$ cat src/rtl/cc1200_spi_pkg.sv
// cc1200_spi_pkg: shared types and constants for the CC1200 SPI master.
//   spi_state_t   : FSM state encoding (ST_RDY_WAIT exists only with
//                   CC1200_CHIP_RDY_WAIT_EN defined)
//   MAX_BYTES     : largest transfer length in bytes
//   *_DEF         : default chip-select timing and ready-wait timeout
//   ABORT_DATA    : DataIn value reported after a ready-wait timeout
//   clamp_bytes() : WR -> byte count (values above MAX_BYTES clamp)
//   align_tx()    : left-justify the N-byte transmit word so bit 31 goes first
package cc1200_spi_pkg;

   typedef enum logic [2:0] {
      ST_IDLE,
      ST_CS_SETUP,
`ifdef CC1200_CHIP_RDY_WAIT_EN
      ST_RDY_WAIT,
`endif
      ST_SHIFT_LO,
      ST_SHIFT_HI,
      ST_CS_HOLD
   } spi_state_t;

   localparam int          MAX_BYTES       = 4;
   localparam int          CS_LEAD_DEF     = 2;
   localparam int          CS_TRAIL_DEF    = 2;
   localparam int          RDY_TIMEOUT_DEF = 4096;
   localparam logic [31:0] ABORT_DATA      = 32'hFFFF_FFFF;

   function automatic logic [2:0] clamp_bytes(input logic [3:0] wr);
      return (wr > 4'(MAX_BYTES)) ? 3'(MAX_BYTES) : wr[2:0];
   endfunction

   function automatic logic [31:0] align_tx(input logic [31:0] d, input logic [2:0] n);
      logic [31:0] r;
      case (n)
         3'd1:    r = {d[7:0], 24'h0};
         3'd2:    r = {d[15:0], 16'h0};
         3'd3:    r = {d[23:0], 8'h0};
         default: r = d;
      endcase
      return r;
   endfunction

endpackage

$ cat src/rtl/cc1200_spi_clkgen.sv
// cc1200_spi_clkgen: SCLK half-period timer.
//   clk, rstn : system clock, async active-low reset
//   i_run     : FSM is in a shift phase
//   i_phase   : current SCLK level (0 = low half, 1 = high half)
//   i_div     : half-period reload value (half-period = i_div+1 cycles)
//   o_rise    : last cycle of the low half (SCLK rises next edge)
//   o_fall    : last cycle of the high half (SCLK falls next edge)
module cc1200_spi_clkgen
   import cc1200_spi_pkg::*;
(
   input  logic        clk,
   input  logic        rstn,
   input  logic        i_run,
   input  logic        i_phase,
   input  logic [15:0] i_div,
   output logic        o_rise,
   output logic        o_fall
);

   logic [15:0] r_cnt;
   logic        w_zero;

   assign w_zero = (r_cnt == 16'd0);

   // Reloads continuously while idle so the first half-period starts full.
   always_ff @(posedge clk or negedge rstn) begin
      if (!rstn)
         r_cnt <= 16'd0;
      else if (!i_run || w_zero)
         r_cnt <= i_div;
      else
         r_cnt <= r_cnt - 16'd1;
   end

   assign o_rise = i_run & ~i_phase & w_zero;
   assign o_fall = i_run &  i_phase & w_zero;

endmodule

$ cat src/rtl/cc1200_spi_master.sv
// cc1200_spi_master: mode-0, MSB-first, 1-4 byte SPI master for the CC1200.
// Optional build macro CC1200_CHIP_RDY_WAIT_EN: wait for CHIP_RDYn (MISO low)
// after CS setup, aborting with DataIn = all ones after RDY_TIMEOUT cycles.
//   clk, rstn        : system clock, async active-low reset
//   Start            : request pulse, ignored while Busy or with WR = 0
//   DataOut/WR       : transmit word / byte count (clamped to 4)
//   ClockDiv         : SCLK half-period = ClockDiv+1 cycles
//   Trans            : keep CSn low after this transfer
//   Busy, DataIn     : status and last received word
//   SCLK, CSn, MOSI  : SPI outputs (all registered); MISO : SPI input
//
// state        | meaning
// IDLE         | waiting for Start; CSn may still be low from a burst
// CS_SETUP     | CSn low, CS_LEAD cycles before the first SCLK edge
// RDY_WAIT     | waiting for MISO low (CC1200_CHIP_RDY_WAIT_EN only)
// SHIFT_LO     | SCLK low half; MISO sampled on exit
// SHIFT_HI     | SCLK high half; MOSI advances on exit
// CS_HOLD      | CS_TRAIL cycles before CSn rises
module cc1200_spi_master
   import cc1200_spi_pkg::*;
#(
   parameter int CS_LEAD     = CS_LEAD_DEF,
   parameter int CS_TRAIL    = CS_TRAIL_DEF,
   parameter int RDY_TIMEOUT = RDY_TIMEOUT_DEF
)(
   input  logic        clk,
   input  logic        rstn,
   input  logic        Start,
   output logic        Busy,
   input  logic [31:0] DataOut,
   output logic [31:0] DataIn,
   input  logic [3:0]  WR,
   input  logic [15:0] ClockDiv,
   input  logic        Trans,
   output logic        SCLK,
   output logic        CSn,
   output logic        MOSI,
   input  logic        MISO
);

   localparam int TCNT_W = $clog2(RDY_TIMEOUT + CS_LEAD + CS_TRAIL + 1);

   spi_state_t        r_state, w_state_nxt;
   logic [31:0]       r_tx, w_tx_nxt;
   logic [31:0]       r_rx;
   logic [31:0]       r_data_in;
   logic [4:0]        r_bits;
   logic [15:0]       r_div, w_div_nxt;
   logic              r_trans;
   logic [TCNT_W-1:0] r_tcnt, w_tcnt_nxt;
   logic              r_csn, w_csn_nxt;
   logic              r_sclk, r_mosi;
   logic              w_accept, w_done, w_abort, w_rise, w_fall, w_tcnt_zero;
   logic              w_shift_nxt;
   logic [2:0]        w_nb;

   assign w_nb        = clamp_bytes(WR);
   assign w_accept    = (r_state == ST_IDLE) && Start && (WR != 4'd0);
   assign w_div_nxt   = w_accept ? ClockDiv : r_div;
   assign w_tcnt_zero = (r_tcnt == '0);

   cc1200_spi_clkgen u_clkgen (
      .clk     (clk),
      .rstn    (rstn),
      .i_run   ((r_state == ST_SHIFT_LO) || (r_state == ST_SHIFT_HI)),
      .i_phase (r_state == ST_SHIFT_HI),
      .i_div   (w_div_nxt),
      .o_rise  (w_rise),
      .o_fall  (w_fall)
   );

   always_comb begin
      w_state_nxt = r_state;
      w_tx_nxt    = r_tx;
      w_csn_nxt   = r_csn;
      w_tcnt_nxt  = w_tcnt_zero ? r_tcnt : r_tcnt - TCNT_W'(1);
      w_done      = 1'b0;
      w_abort     = 1'b0;
      case (r_state)
         ST_IDLE: begin
            if (w_accept) begin
               w_tx_nxt = align_tx(DataOut, w_nb);
               if (r_csn) begin
                  w_state_nxt = ST_CS_SETUP;
                  w_csn_nxt   = 1'b0;
                  w_tcnt_nxt  = TCNT_W'(CS_LEAD - 1);
               end else begin
                  w_state_nxt = ST_SHIFT_LO;
               end
            end
         end
         ST_CS_SETUP: begin
            if (w_tcnt_zero) begin
`ifdef CC1200_CHIP_RDY_WAIT_EN
               w_state_nxt = ST_RDY_WAIT;
               w_tcnt_nxt  = TCNT_W'(RDY_TIMEOUT - 1);
`else
               w_state_nxt = ST_SHIFT_LO;
`endif
            end
         end
`ifdef CC1200_CHIP_RDY_WAIT_EN
         ST_RDY_WAIT: begin
            if (!MISO) begin
               w_state_nxt = ST_SHIFT_LO;
            end else if (w_tcnt_zero) begin
               w_state_nxt = ST_IDLE;
               w_csn_nxt   = 1'b1;
               w_abort     = 1'b1;
            end
         end
`endif
         ST_SHIFT_LO: begin
            if (w_rise) w_state_nxt = ST_SHIFT_HI;
         end
         ST_SHIFT_HI: begin
            if (w_fall) begin
               if (r_bits != 5'd0) begin
                  w_state_nxt = ST_SHIFT_LO;
                  w_tx_nxt    = {r_tx[30:0], 1'b0};
               end else if (r_trans) begin
                  w_state_nxt = ST_IDLE;
                  w_done      = 1'b1;
               end else begin
                  w_state_nxt = ST_CS_HOLD;
                  w_tcnt_nxt  = TCNT_W'(CS_TRAIL - 1);
               end
            end
         end
         ST_CS_HOLD: begin
            if (w_tcnt_zero) begin
               w_state_nxt = ST_IDLE;
               w_csn_nxt   = 1'b1;
               w_done      = 1'b1;
            end
         end
         default: w_state_nxt = ST_IDLE;
      endcase
   end

   assign w_shift_nxt = (w_state_nxt == ST_SHIFT_LO) || (w_state_nxt == ST_SHIFT_HI);

   always_ff @(posedge clk or negedge rstn) begin
      if (!rstn) begin
         r_state   <= ST_IDLE;
         r_tx      <= 32'd0;
         r_rx      <= 32'd0;
         r_data_in <= 32'd0;
         r_bits    <= 5'd0;
         r_div     <= 16'd0;
         r_trans   <= 1'b0;
         r_tcnt    <= '0;
         r_csn     <= 1'b1;
         r_sclk    <= 1'b0;
         r_mosi    <= 1'b0;
      end else begin
         r_state <= w_state_nxt;
         r_tx    <= w_tx_nxt;
         r_tcnt  <= w_tcnt_nxt;
         r_csn   <= w_csn_nxt;
         r_sclk  <= (w_state_nxt == ST_SHIFT_HI);
         r_mosi  <= w_shift_nxt ? w_tx_nxt[31] : 1'b0;
         if (w_accept) begin
            r_div   <= ClockDiv;
            r_trans <= Trans;
            r_rx    <= 32'd0;
            // 8N-1: the 2-bit (N-1) wraps N=4 to 3, giving 31.
            r_bits  <= {w_nb[1:0] - 2'd1, 3'b111};
         end else begin
            if ((r_state == ST_SHIFT_LO) && w_rise)
               r_rx <= {r_rx[30:0], MISO};
            if ((r_state == ST_SHIFT_HI) && w_fall && (r_bits != 5'd0))
               r_bits <= r_bits - 5'd1;
         end
         if (w_done)
            r_data_in <= r_rx;
         else if (w_abort)
            r_data_in <= ABORT_DATA;
      end
   end

   assign Busy   = (r_state != ST_IDLE);
   assign DataIn = r_data_in;
   assign SCLK   = r_sclk;
   assign CSn    = r_csn;
   assign MOSI   = r_mosi;

endmodule

$ cat config.mk
export PLATFORM = sky130hd
export DESIGN_NAME = cc1200_spi_master
export DESIGN_NICKNAME = d
export VERILOG_FILES = /design/src/rtl/cc1200_spi_pkg.sv /design/src/rtl/cc1200_spi_clkgen.sv /design/src/rtl/cc1200_spi_master.sv
export SDC_FILE = /design/constraint.sdc
export NUM_CORES = 1
export LEC_CHECK = 0
export ABC_AREA = 1
export CAP_MARGIN = 20
export CORE_MARGIN = 1
export CORE_UTILIZATION = 55
export DETAILED_ROUTE_END_ITERATION = 16
export PLACE_DENSITY = 0.79
export RECOVER_POWER = 50
export SKIP_LAST_GASP = 1
export SLEW_MARGIN = 30
export SYNTH_ARGS = -nofsm -noshare
export SYNTH_HDL_FRONTEND = slang
export SYNTH_SLANG_ARGS = --single-unit
$ cat constraint.sdc
create_clock -name clk -period 2.95 [get_ports clk]
set_clock_uncertainty 0.2 [all_clocks]
set_input_delay 0.7375 -clock clk [delete_from_list [all_inputs] [get_ports clk]]
set_output_delay 0.7375 -clock clk [all_outputs]
set_load 0.05 [all_outputs]
# --- After elaboration in Yosys (flattened, before gate mapping) ---
# Index checks and enable logic that the tools add are counted.
op_classes:
  n_addsub: 4
  order_cmp: 1
  n_eq_ne: 13
  mux: 37
  bitwise_logic: 5
  n_reduce_logical: 21
op_table:
  columns: ["op", "count"]
  rows:
  - ["2-to-1 mux 32 bit", 5]
  - ["one-hot mux 32 bit (3 select lines)", 1]
  - ["2-to-1 mux 13 bit", 6]
  - ["one-hot mux 32 bit (2 select lines)", 1]
  - ["2-to-1 mux 16 bit", 2]
  - ["one-hot mux 13 bit (2 select lines)", 1]
  - ["2-to-1 mux 3 bit", 8]
  - ["== test 3 x 2 -> 1 bit (second input constant)", 6]
  - ["logical NOT 16 bit", 1]
  - ["subtractor 16 x 1 -> 16 bit (second input constant)", 1]
  - ["one-hot mux 3 bit (5 select lines)", 1]
  - ["logical NOT 13 bit", 1]
  - ["subtractor 13 x 1 -> 13 bit (second input constant)", 1]
  - ["2-to-1 mux 5 bit", 2]
  - ["inequality test 2 bit (second input constant)", 4]
  - ["nonzero test 2 bit", 4]
  - ["2-to-1 mux 1 bit", 7]
  - ["== test 3 x 1 -> 1 bit (second input constant)", 2]
  - ["logical AND 1 bit", 5]
  - ["nonzero test 5 bit", 1]
  - ["subtractor 5 x 1 -> 5 bit (second input constant)", 1]
  - ["bitwise AND 1 bit", 4]
  - ["> comparator 4 x 3 -> 1 bit (second input constant)", 1]
  - ["one-hot mux 1 bit (2 select lines)", 2]
  - ["other kinds (11)", 13]
word_totals:
  register_bits: 153
  inputBits: 57
  out_inout_bits: 36
  word_cells: 94

# --- Logic depth before layout (Yosys ltp) ---
# Gate-level depths: netlist of run 1.
logic_depth:
  word_depth: 9
  ltp_mapped: 15

# --- Cells and area by module ---
# Synthesis of run 1 repeated with hierarchy kept, for this count alone.
hier_totals:
  cells_unflattened: 955
  hier_area_um2: 7671.1
by_module_without_submodules:
  columns: ["module", "n_inst", "cells_each", "area_each_um2", "seq_area_each_um2"]
  rows:
  - ["cc1200_spi_master", 1, 793, 6552.5, 3429.5]
  - ["cc1200_spi_clkgen", 1, 162, 1118.6, 400.4]

# --- Worst setup path before layout of run 1 ---
# No wires, ideal clock.
synth_timing:
  kind: "input to register"
  from: "in WR[3]"
  to: "reg r_tx[21]"
  arrival_ns: 2.188
  t_required_ns: 2.667
  slack_ns: 0.479
  stages: 13
  cell_sequence: "inv_1 nand2_1 nor2_1 inv_1 ha_1 o21ai_0 nand2_1 inv_2 clkbuf_1 nor2_1 nor2_1 nor2_1 o21ai_0"
synth_via:
  elab_chain_cells: 6
synth_rtl:
  columns: ["element", "line_no", "source"]
  rows:
  - ["from (decl)", "cc1200_spi_master.sv:32", "input logic [3:0] WR,"]
  - ["> comparator 4 x 3 -> 1 bit", "cc1200_spi_pkg.sv:29", "return (wr > 4'(MAX_BYTES)) ? 3'(MAX_BYTES) : wr[2:0];"]
  - ["2-to-1 mux 3 bit", "cc1200_spi_pkg.sv:29", null]
  - ["== test 3 x 2 -> 1 bit or == test 3 x 1 -> 1 bit (tied branches)", "cc1200_spi_pkg.sv:34", "case (n)"]
  - ["one-hot mux 32 bit (3 select lines)", "cc1200_spi_pkg.sv:34", null]
  - ["2-to-1 mux 32 bit", "cc1200_spi_master.sv:81", "if (w_accept) begin"]
  - ["one-hot mux 32 bit (2 select lines)", "cc1200_spi_master.sv:79", "case (r_state)"]
  - ["to (signal assigned)", "cc1200_spi_master.sv:158", "r_tx <= w_tx_nxt;"]
  - ["to (decl)", "cc1200_spi_master.sv:44", "logic [31:0] r_tx, w_tx_nxt;"]
# Several ways; a longest one is shown, not always the timed one. The select of a mux whose other input is x is not followed.
# A chain may end at the register's enable or synchronous reset.

# --- Worst setup path in the final report of run 1 ---
layout_timing:
  from: "reg r_state[2]"
  to: "out Busy"
layout_via:
  elab_chain_cells: 1
layout_rtl:
  columns: ["element", "line_no", "source"]
  rows:
  - ["from (decl)", "cc1200_spi_master.sv:43", "spi_state_t r_state, w_state_nxt;"]
  - ["from (signal assigned)", "cc1200_spi_master.sv:157", "r_state <= w_state_nxt;"]
  - ["nonzero test 3 bit", "cc1200_spi_master.sv:182", "assign Busy = (r_state != ST_IDLE);"]
  - ["to (decl)", "cc1200_spi_master.sv:29", "output logic Busy,"]
# No other way between the ends.

==> impl_summary.log, run 1 <==
[metrics] number of port buffers: 92
[metrics] HPWL reported at the end of detailed placement: 12030 um
[metrics] clock-pin slew of the registers on the worst-case setup and hold paths: 0.06 ns
[metrics] count of unresolved DRC violations after routing: 0
[metrics] critical path launch point type: flop
[metrics] gr busiest metal: met2
[metrics] setup ws final: 0.1263 ns
[metrics] TritonCTS clock tree: built
[metrics] MaxCap Viol Count: 1
[metrics] core region area: 13400 um2
[metrics] Final Core Density: 69.98%
[metrics] cell count of the worst hold path: 2
[metrics] GR Util met3: 4.943%
[metrics] Final Slew Violations: 66
[metrics] outcome: finished, violations left
[metrics] average wire per cell in the routed design: 13.64 um
[metrics] y dimension of the die: 119.7 um
[metrics] sequential share of the synthesized area: 50.25%
[metrics] H-tree level count: 4
[metrics] number of clock buffers inserted by TritonCTS: 17
[metrics] relative slew slack: -16.00%
[metrics] Worst Path Max Fanout: 5
[metrics] synth-to-layout area growth: 23.05%
[metrics] GRT met2 Usage: 43.14%
[metrics] number of nets in the finished design: 1160
[metrics] synthesized netlist net count: 1063
[metrics] via count of the routed design: 6781
[metrics] first-pass GRT wire length: 30200 um
[metrics] remaining antenna violation count: 0
[metrics] most used flip-flop cell after synthesis: sky130_fd_sc_hd__dfrtp_1
[metrics] launch point of the worst reg-to-reg path: r_tcnt[0]$_DFF_PN0_
[metrics] met1 Track Usage GR: 35.78%
[metrics] data required time at the worst endpoint: 2.01 ns
[metrics] number of cell rows: 42
[metrics] post-CTS resize count: 0
[metrics] count of warnings emitted by yosys: 0
[metrics] combined global-route utilization of all metal layers: 26.43%
[metrics] Netlist Area Pre-Place: 7621 um2
[metrics] hold wc startpoint: r_div[4]$_DFF_PN0_
[metrics] cell count after synthesis: 999
[metrics] count of routing violations after the opening detailed-route iteration: 541
[metrics] Die Span X: 119.7 um
[metrics] violations in the final reports: capacitance limit, slew limit
[metrics] clk_lat worst skew: 0.43 ns
[metrics] io pins: 93
[metrics] setup repair after global routing missed its margin: no
[metrics] number of buffers inserted to repair setup after CTS: 0
[metrics] minimum setup slack after placement: -0.08841 ns
[metrics] number of cell instances on the worst register-to-register path: 10
[metrics] leading cell types in the layout, fill and taps excluded: sky130_fd_sc_hd__nand2_1, sky130_fd_sc_hd__dfrtp_1, sky130_fd_sc_hd__nor2_1
[metrics] cell breakdown of the critical path: inv_1 -> nand2_1 -> clkdlybuf4s50_1
[metrics] worst-case clock buffer depth: 2
[metrics] cell depth of the worst setup path: 3
[metrics] Worst Hold Slack: 0.2671 ns
[metrics] hold violation count in the final report: 0
[metrics] router iterations before antenna repair: 5
[metrics] cell chosen for the clock root: sky130_fd_sc_hd__clkbuf_16
[metrics] vias per cell: 5.277
[metrics] most common cell after layout, fill and taps aside: sky130_fd_sc_hd__nand2_1
[metrics] CP endpoint kind: output port
[metrics] reported leakage power: 0.004470 uW
[metrics] maximum vdd ir drop: 0.2831 mV
[metrics] fmax: 0.3541 GHz
[metrics] number of flops mapped to enable cells by yosys: 0
[metrics] Hold Buf Count CTS: 0
[metrics] worst hold path type: reg2reg
[metrics] FF+latch count, synth: 153
[metrics] number of buffers and inverters on the critical path: 2
[metrics] antenna diode count: 0
[metrics] Top Family by Delay on Critical Path: buffers and inverters
[metrics] full die area: 14330 um2
[metrics] routed wire length: 17530 um
[metrics] cell type with the largest total area after synthesis: sky130_fd_sc_hd__dfrtp_1
[metrics] number of antenna violations at the first check in global routing: 0
[metrics] initial core utilization: 56.87%
[metrics] CP Launch Point: r_state[2]$_DFF_PN0_
[metrics] largest incremental delay on the critical path: 0.81 ns
[metrics] accumulated negative setup slack: 0 ns
[metrics] top cells by area in the synthesized netlist: sky130_fd_sc_hd__dfrtp_1, sky130_fd_sc_hd__nand2_1, sky130_fd_sc_hd__nor2_1, sky130_fd_sc_hd__nand3_1, sky130_fd_sc_hd__o21ai_0
[metrics] slowest cell on the critical path: sky130_fd_sc_hd__clkdlybuf4s50_1
[metrics] layout cell share with drive strength beyond 1: 7.394%
[metrics] post-synthesis cell type count: 34
[metrics] area share of the largest cell type after synthesis: 49.91%
[metrics] type of the worst setup path: reg2out
[metrics] critical path data arrival time: 1.89 ns
[metrics] routability congestion estimate from global placement: 1.007
[metrics] via count of the first global-routing pass: 6377
[metrics] time the worst path needs with I/O delays and setup: 2.824 ns
[metrics] FFs w/ async S/R, synth: 100.0%
[metrics] PwrDens: 456.8 nW/um2
[metrics] actual transition at the worst max-transition pin: 1.740 ns
[metrics] total congestion overflow after global routing: 0
[metrics] Avg Inst Size Synth: 7.629 um2
[metrics] clock sink count: 153
[metrics] final setup violation count: 0
[metrics] pin count of the biggest net entering global routing: 68
[metrics] fraction of the cycle the final worst path needs: 95.72%
-- registers in the layout, summed over array words and instances, names as in the netlist --
| signal | cells |
|---|---|
| r_rx | 32 |
| SCLK | 1 |
| r_state | 3 |
| r_div | 16 |
| r_tx | 32 |
| r_bits | 5 |
| u_clkgen.r_cnt | 16 |
| MOSI | 1 |
| DataIn | 32 |
| r_tcnt | 13 |
| CSn | 1 |
| r_trans | 1 |
-- worst min-delay path, cell delays in order (launching register included) --
cell,delay (ns)
sky130_fd_sc_hd__dfrtp_1,0.32
sky130_fd_sc_hd__nand2_1,0.06
sky130_fd_sc_hd__nand2_1,0.06
-- worst paths after layout --
kind | endpoint | slack [ns]
setup / recovery | Busy | 0.13
hold / removal | r_div[4]$_DFF_PN0_ | 0.27
setup reg to reg | DataIn[25]$_DFFE_PN0P_ | 0.28
hold reg to reg | r_div[4]$_DFF_PN0_ | 0.27
max in group asynchronous | r_tx[24]$_DFFE_PN0P_ | 0.70
min in group asynchronous | r_rx[30]$_DFFE_PN0P_ | 0.56
-- area by class of cell --
type / instances / area (um2)
fillers: 1100 / 4023
clock inverters: 14 / 118.9
repair buffers: 120 / 1211
multi-input cells: 713 / 3227
flip-flops and latches: 153 / 3830
well taps: 176 / 220.2
clock buffers: 18 / 429.2
inverters: 91 / 341.6
-- logic make-up after synthesis --
group,count (synthesis),synth area share [%]
simple gates,582,32.05
xor+xnor,16,1.839
buf+inv,133,7.306
fa+ha+maj,7,1.149
compound gates,108,7.404
flops,153,50.25
-- through the flow --
| stage | total power, uW | cell area (um2) | std cells |
|---|---|---|---|
| after detailed placement | 2311 | 8851 | 1253 |
| after CTS | 4322 | 9399 | 1285 |
| after global routing | 4428 | 9378 | 1285 |
| after global placement | 2312 | 8851 | 1253 |
| final | 4284 | 9378 | 1285 |
| after floorplan | 2163 | 7621 | 999 |
-- Yosys cell counts (all sizes together) (4+ instances only) --
library cell / n
nand3: 96
ha: 7
nand4: 7
xor2: 12
dfrtp: 152
o21ai: 92
xnor2: 4
inv: 91
nor2: 137
a31oi: 13
buf: 29
clkbuf: 13
nor3: 25
nand2: 314
-- power by group --
group	internal, uW	switching (uW)	leakage, uW
sequential	2100	0	0.00189
clock	1100	916	0.000263
combinational	84.9	87.9	0.00232
-- layer usage --
metal,wire [um],vias up,share of wire (%)
met5,0,-,0
met4,269,0,1.5
met3,885,26,5.0
met2,8415,224,48
met1,7962,3171,45
li1,-,3360,-
No activity file was read; power rests on OpenSTA's default activity.
==> inputs of run 2 (changes only) <==
CELL_PAD_IN_SITES_DETAIL_PLACEMENT = 1   (was not set)
CELL_PAD_IN_SITES_GLOBAL_PLACEMENT = 1   (was not set)
CORE_UTILIZATION = 44   (was 55)
PLACE_DENSITY = not set   (was 0.79)
PLACE_DENSITY_LB_ADDON = 0.1   (was not set)
==> run 2 against run 1 <==
Effect of this change:
- the run now ends clean
- sequential power hardly changed
- register-to-register slack gained 0.03 ns
- clock power grew 8%
- via count increased by 2.8%
- combinational power hardly changed
- design area grew 0.73%
- hold slack better by 0.0032 ns
- largest power group is now clock
==> impl_summary.log, run 2 (synthesized netlist as in run 1, its figures left out) <==
[metrics] Worst Path Max Fanout: 22
[metrics] io pins: 93
[metrics] via count of the routed design: 6970
[metrics] worst min-delay path endpoint: u_clkgen.r_cnt[0]$_DFF_PN0_
[metrics] layout cell share with drive strength beyond 1: 7.996%
[metrics] cell-internal power: 3457 uW
[metrics] switching part of the total: 22.39%
[metrics] number of cell rows: 47
[metrics] power spent charging and discharging nets: 997.0 uW
[metrics] hold violation count in the final report: 0
[metrics] launch point of the worst reg-to-reg path: r_tcnt[0]$_DFF_PN0_
[metrics] worst hold path type: reg2reg
[metrics] relative slew slack: 7.044%
[metrics] outcome: finished clean
[metrics] hold wc startpoint: u_clkgen.r_cnt[0]$_DFF_PN0_
[metrics] H-tree level count: 4
[metrics] clock-pin slew of the registers on the worst-case setup and hold paths: 0.06 ns
[metrics] vias per cell: 5.229
[metrics] setup repair after global routing missed its margin: no
[metrics] routed wire length: 21580 um
[metrics] clock sink count: 153
[metrics] Final Slew Violations: 0
[metrics] worst-case clock buffer depth: 2
[metrics] cell chosen for the clock root: sky130_fd_sc_hd__clkbuf_16
[metrics] number of cell instances on the worst register-to-register path: 10
[metrics] actual transition at the worst max-transition pin: 1.394 ns
[metrics] pin count of the biggest net entering global routing: 55
[metrics] internal reg-to-reg setup slack: 0.31 ns
[metrics] final setup violation count: 0
[metrics] full die area: 17850 um2
[metrics] reg-to-reg critical path endpoint: DataIn[27]$_DFFE_PN0P_
[metrics] number of antenna violations at the first check in global routing: 0
[metrics] total of fill cells in the finished design: 2118
[metrics] Pwr Total: 4454 uW
[metrics] number of clock buffers inserted by TritonCTS: 17
[metrics] initial core utilization: 45.47%
[metrics] antenna diode count: 0
[metrics] leading cell types in the layout, fill and taps excluded: sky130_fd_sc_hd__nand2_1, sky130_fd_sc_hd__dfrtp_1, sky130_fd_sc_hd__nor2_1
[metrics] maximum vdd ir drop: 0.4748 mV
[metrics] fmax: 0.3661 GHz
[metrics] accumulated negative setup slack: 0 ns
[metrics] critical path data arrival time: 2.82 ns
[metrics] part of the total power dissipated in the clock network: 49.0%
[metrics] y dimension of the die: 133.6 um
[metrics] Hold Buf Count CTS: 0
[metrics] CP endpoint kind: flop
[metrics] reported leakage power: 0.004484 uW
[metrics] synth-to-layout area growth: 23.95%
[metrics] HPWL reported at the end of detailed placement: 14660 um
[metrics] count of unresolved DRC violations after routing: 0
[metrics] type of the worst setup path: in2reg
[metrics] average wire per cell in the routed design: 16.19 um
[metrics] clk_lat worst skew: 0.43 ns
[metrics] PwrDens: 471.4 nW/um2
[metrics] critical path launch point type: input pin
[metrics] number of buffers inserted to repair setup after CTS: 0
[metrics] number of nets in the finished design: 1164
[metrics] router iterations before antenna repair: 4
[metrics] first-pass GRT wire length: 36990 um
[metrics] core region area: 16760 um2
[metrics] number of port buffers: 92
[metrics] fraction of the cycle the final worst path needs: 92.60%
[metrics] time the worst path needs with I/O delays and setup: 2.732 ns
[metrics] total congestion overflow after global routing: 0
[metrics] MaxCap Viol Count: 0
[metrics] routability congestion estimate from global placement: 0.8620
[metrics] cell count of the worst hold path: 1
[metrics] post-CTS resize count: 0
[metrics] data required time at the worst endpoint: 3.04 ns
[metrics] via count of the first global-routing pass: 7356
[metrics] most common cell after layout, fill and taps aside: sky130_fd_sc_hd__nand2_1
[metrics] remaining antenna violation count: 0
[metrics] proportion of power drawn by combinational gates: 3.9%
[metrics] sequential group share of total power: 47.1%
[metrics] combined global-route utilization of all metal layers: 26.32%
[metrics] TritonCTS clock tree: built
[metrics] Die Span X: 133.6 um
[metrics] count of routing violations after the opening detailed-route iteration: 298
## run 2: cell count changes in the layout (fill, tap and decap cells not counted), moves of 2 or more
cell / delta
sky130_fd_sc_hd__inv_6: +3
sky130_fd_sc_hd__buf_12: -5
sky130_fd_sc_hd__clkbuf_4: +2
sky130_fd_sc_hd__inv_8: -3
sky130_fd_sc_hd__bufinv_16: +2
sky130_fd_sc_hd__clkinv_2: +2
sky130_fd_sc_hd__clkinv_4: -3
sky130_fd_sc_hd__buf_4: +6
## run 2: through the flow
| stage | worst slack (ns) | area, um2 | hold WS (ns) | std cells | utilization (%) |
|---|---|---|---|---|---|
| detailed placement | -0.2005 | 8899 | 0.2592 | 1301 | 53.09 |
| global route | 0.01672 | 9447 | 0.2866 | 1333 | 56.36 |
| finish | 0.2182 | 9447 | 0.2703 | 1333 | 56.36 |
| CTS | 0.01437 | 9482 | 0.07367 | 1333 | 56.57 |
| floorplan | 0.4789 | 7621 | 0.2364 | 999 | - |
| global placement | -0.1088 | 8899 | 0.2528 | 1301 | 53.09 |
## run 2: critical path: stages
cell                              delay (ns)
sky130_fd_sc_hd__clkdlybuf4s50_1        0.42
sky130_fd_sc_hd__inv_1                  0.06
sky130_fd_sc_hd__nand2_1                0.10
sky130_fd_sc_hd__nor2_1                 0.20
sky130_fd_sc_hd__inv_1                  0.08
sky130_fd_sc_hd__ha_1                   0.19
sky130_fd_sc_hd__o21ai_0                0.16
sky130_fd_sc_hd__nand2_1                0.17
sky130_fd_sc_hd__buf_12                 0.20
sky130_fd_sc_hd__o21ai_0                0.16
sky130_fd_sc_hd__nor2_1                 0.06
sky130_fd_sc_hd__nor2_1                 0.15
sky130_fd_sc_hd__o21ai_0                0.13
## run 2: worst max-delay path by stage
stage	endpoint	cells past startpoint	slack (ns)	start
2_1_floorplan	r_tx[21]$_DFFE_PN0P_	13	0.48	WR[3]
3_3_place_gp	r_tx[22]$_DFFE_PN0P_	13	-0.11	WR[3]
3_5_place_dp	r_tx[1]$_DFFE_PN0P_	13	-0.20	WR[3]
4_1_cts	Busy	3	0.01	r_state[2]$_DFF_PN0_
5_1_grt	MOSI$_DFF_PN0_	16	0.02	WR[3]
6_report	r_tx[15]$_DFFE_PN0P_	13	0.22	WR[3]
## run 2: final cells by class
type                       count  area [um2]  share of cell area [%]
clock buffer                  19       442.9                   4.689
clock inverter                13       140.1                   1.483
inverter                      91       345.3                   3.656
multi-input combinational    713        3234                   34.24
sequential                   153        3830                   40.54
tap                          220       275.3                   2.914
timing repair buffer         124        1179                   12.48
## run 2: layer usage
metal	GRT usage, %	share of wire [%]
met5	0	0
met4	9.407	1.8
met3	4.376	2.8
met2	44.01	50
met1	34.46	45
## run 2: power by group through the flow
stage	Sequential [uW]	Combinational, uW	Clock, uW
finish	2100	175	2180
global route	2100	193	2310
CTS	2100	183	2230
detailed placement	2140	182	0
global placement	2140	181	0
floorplan	2140	25.5	0
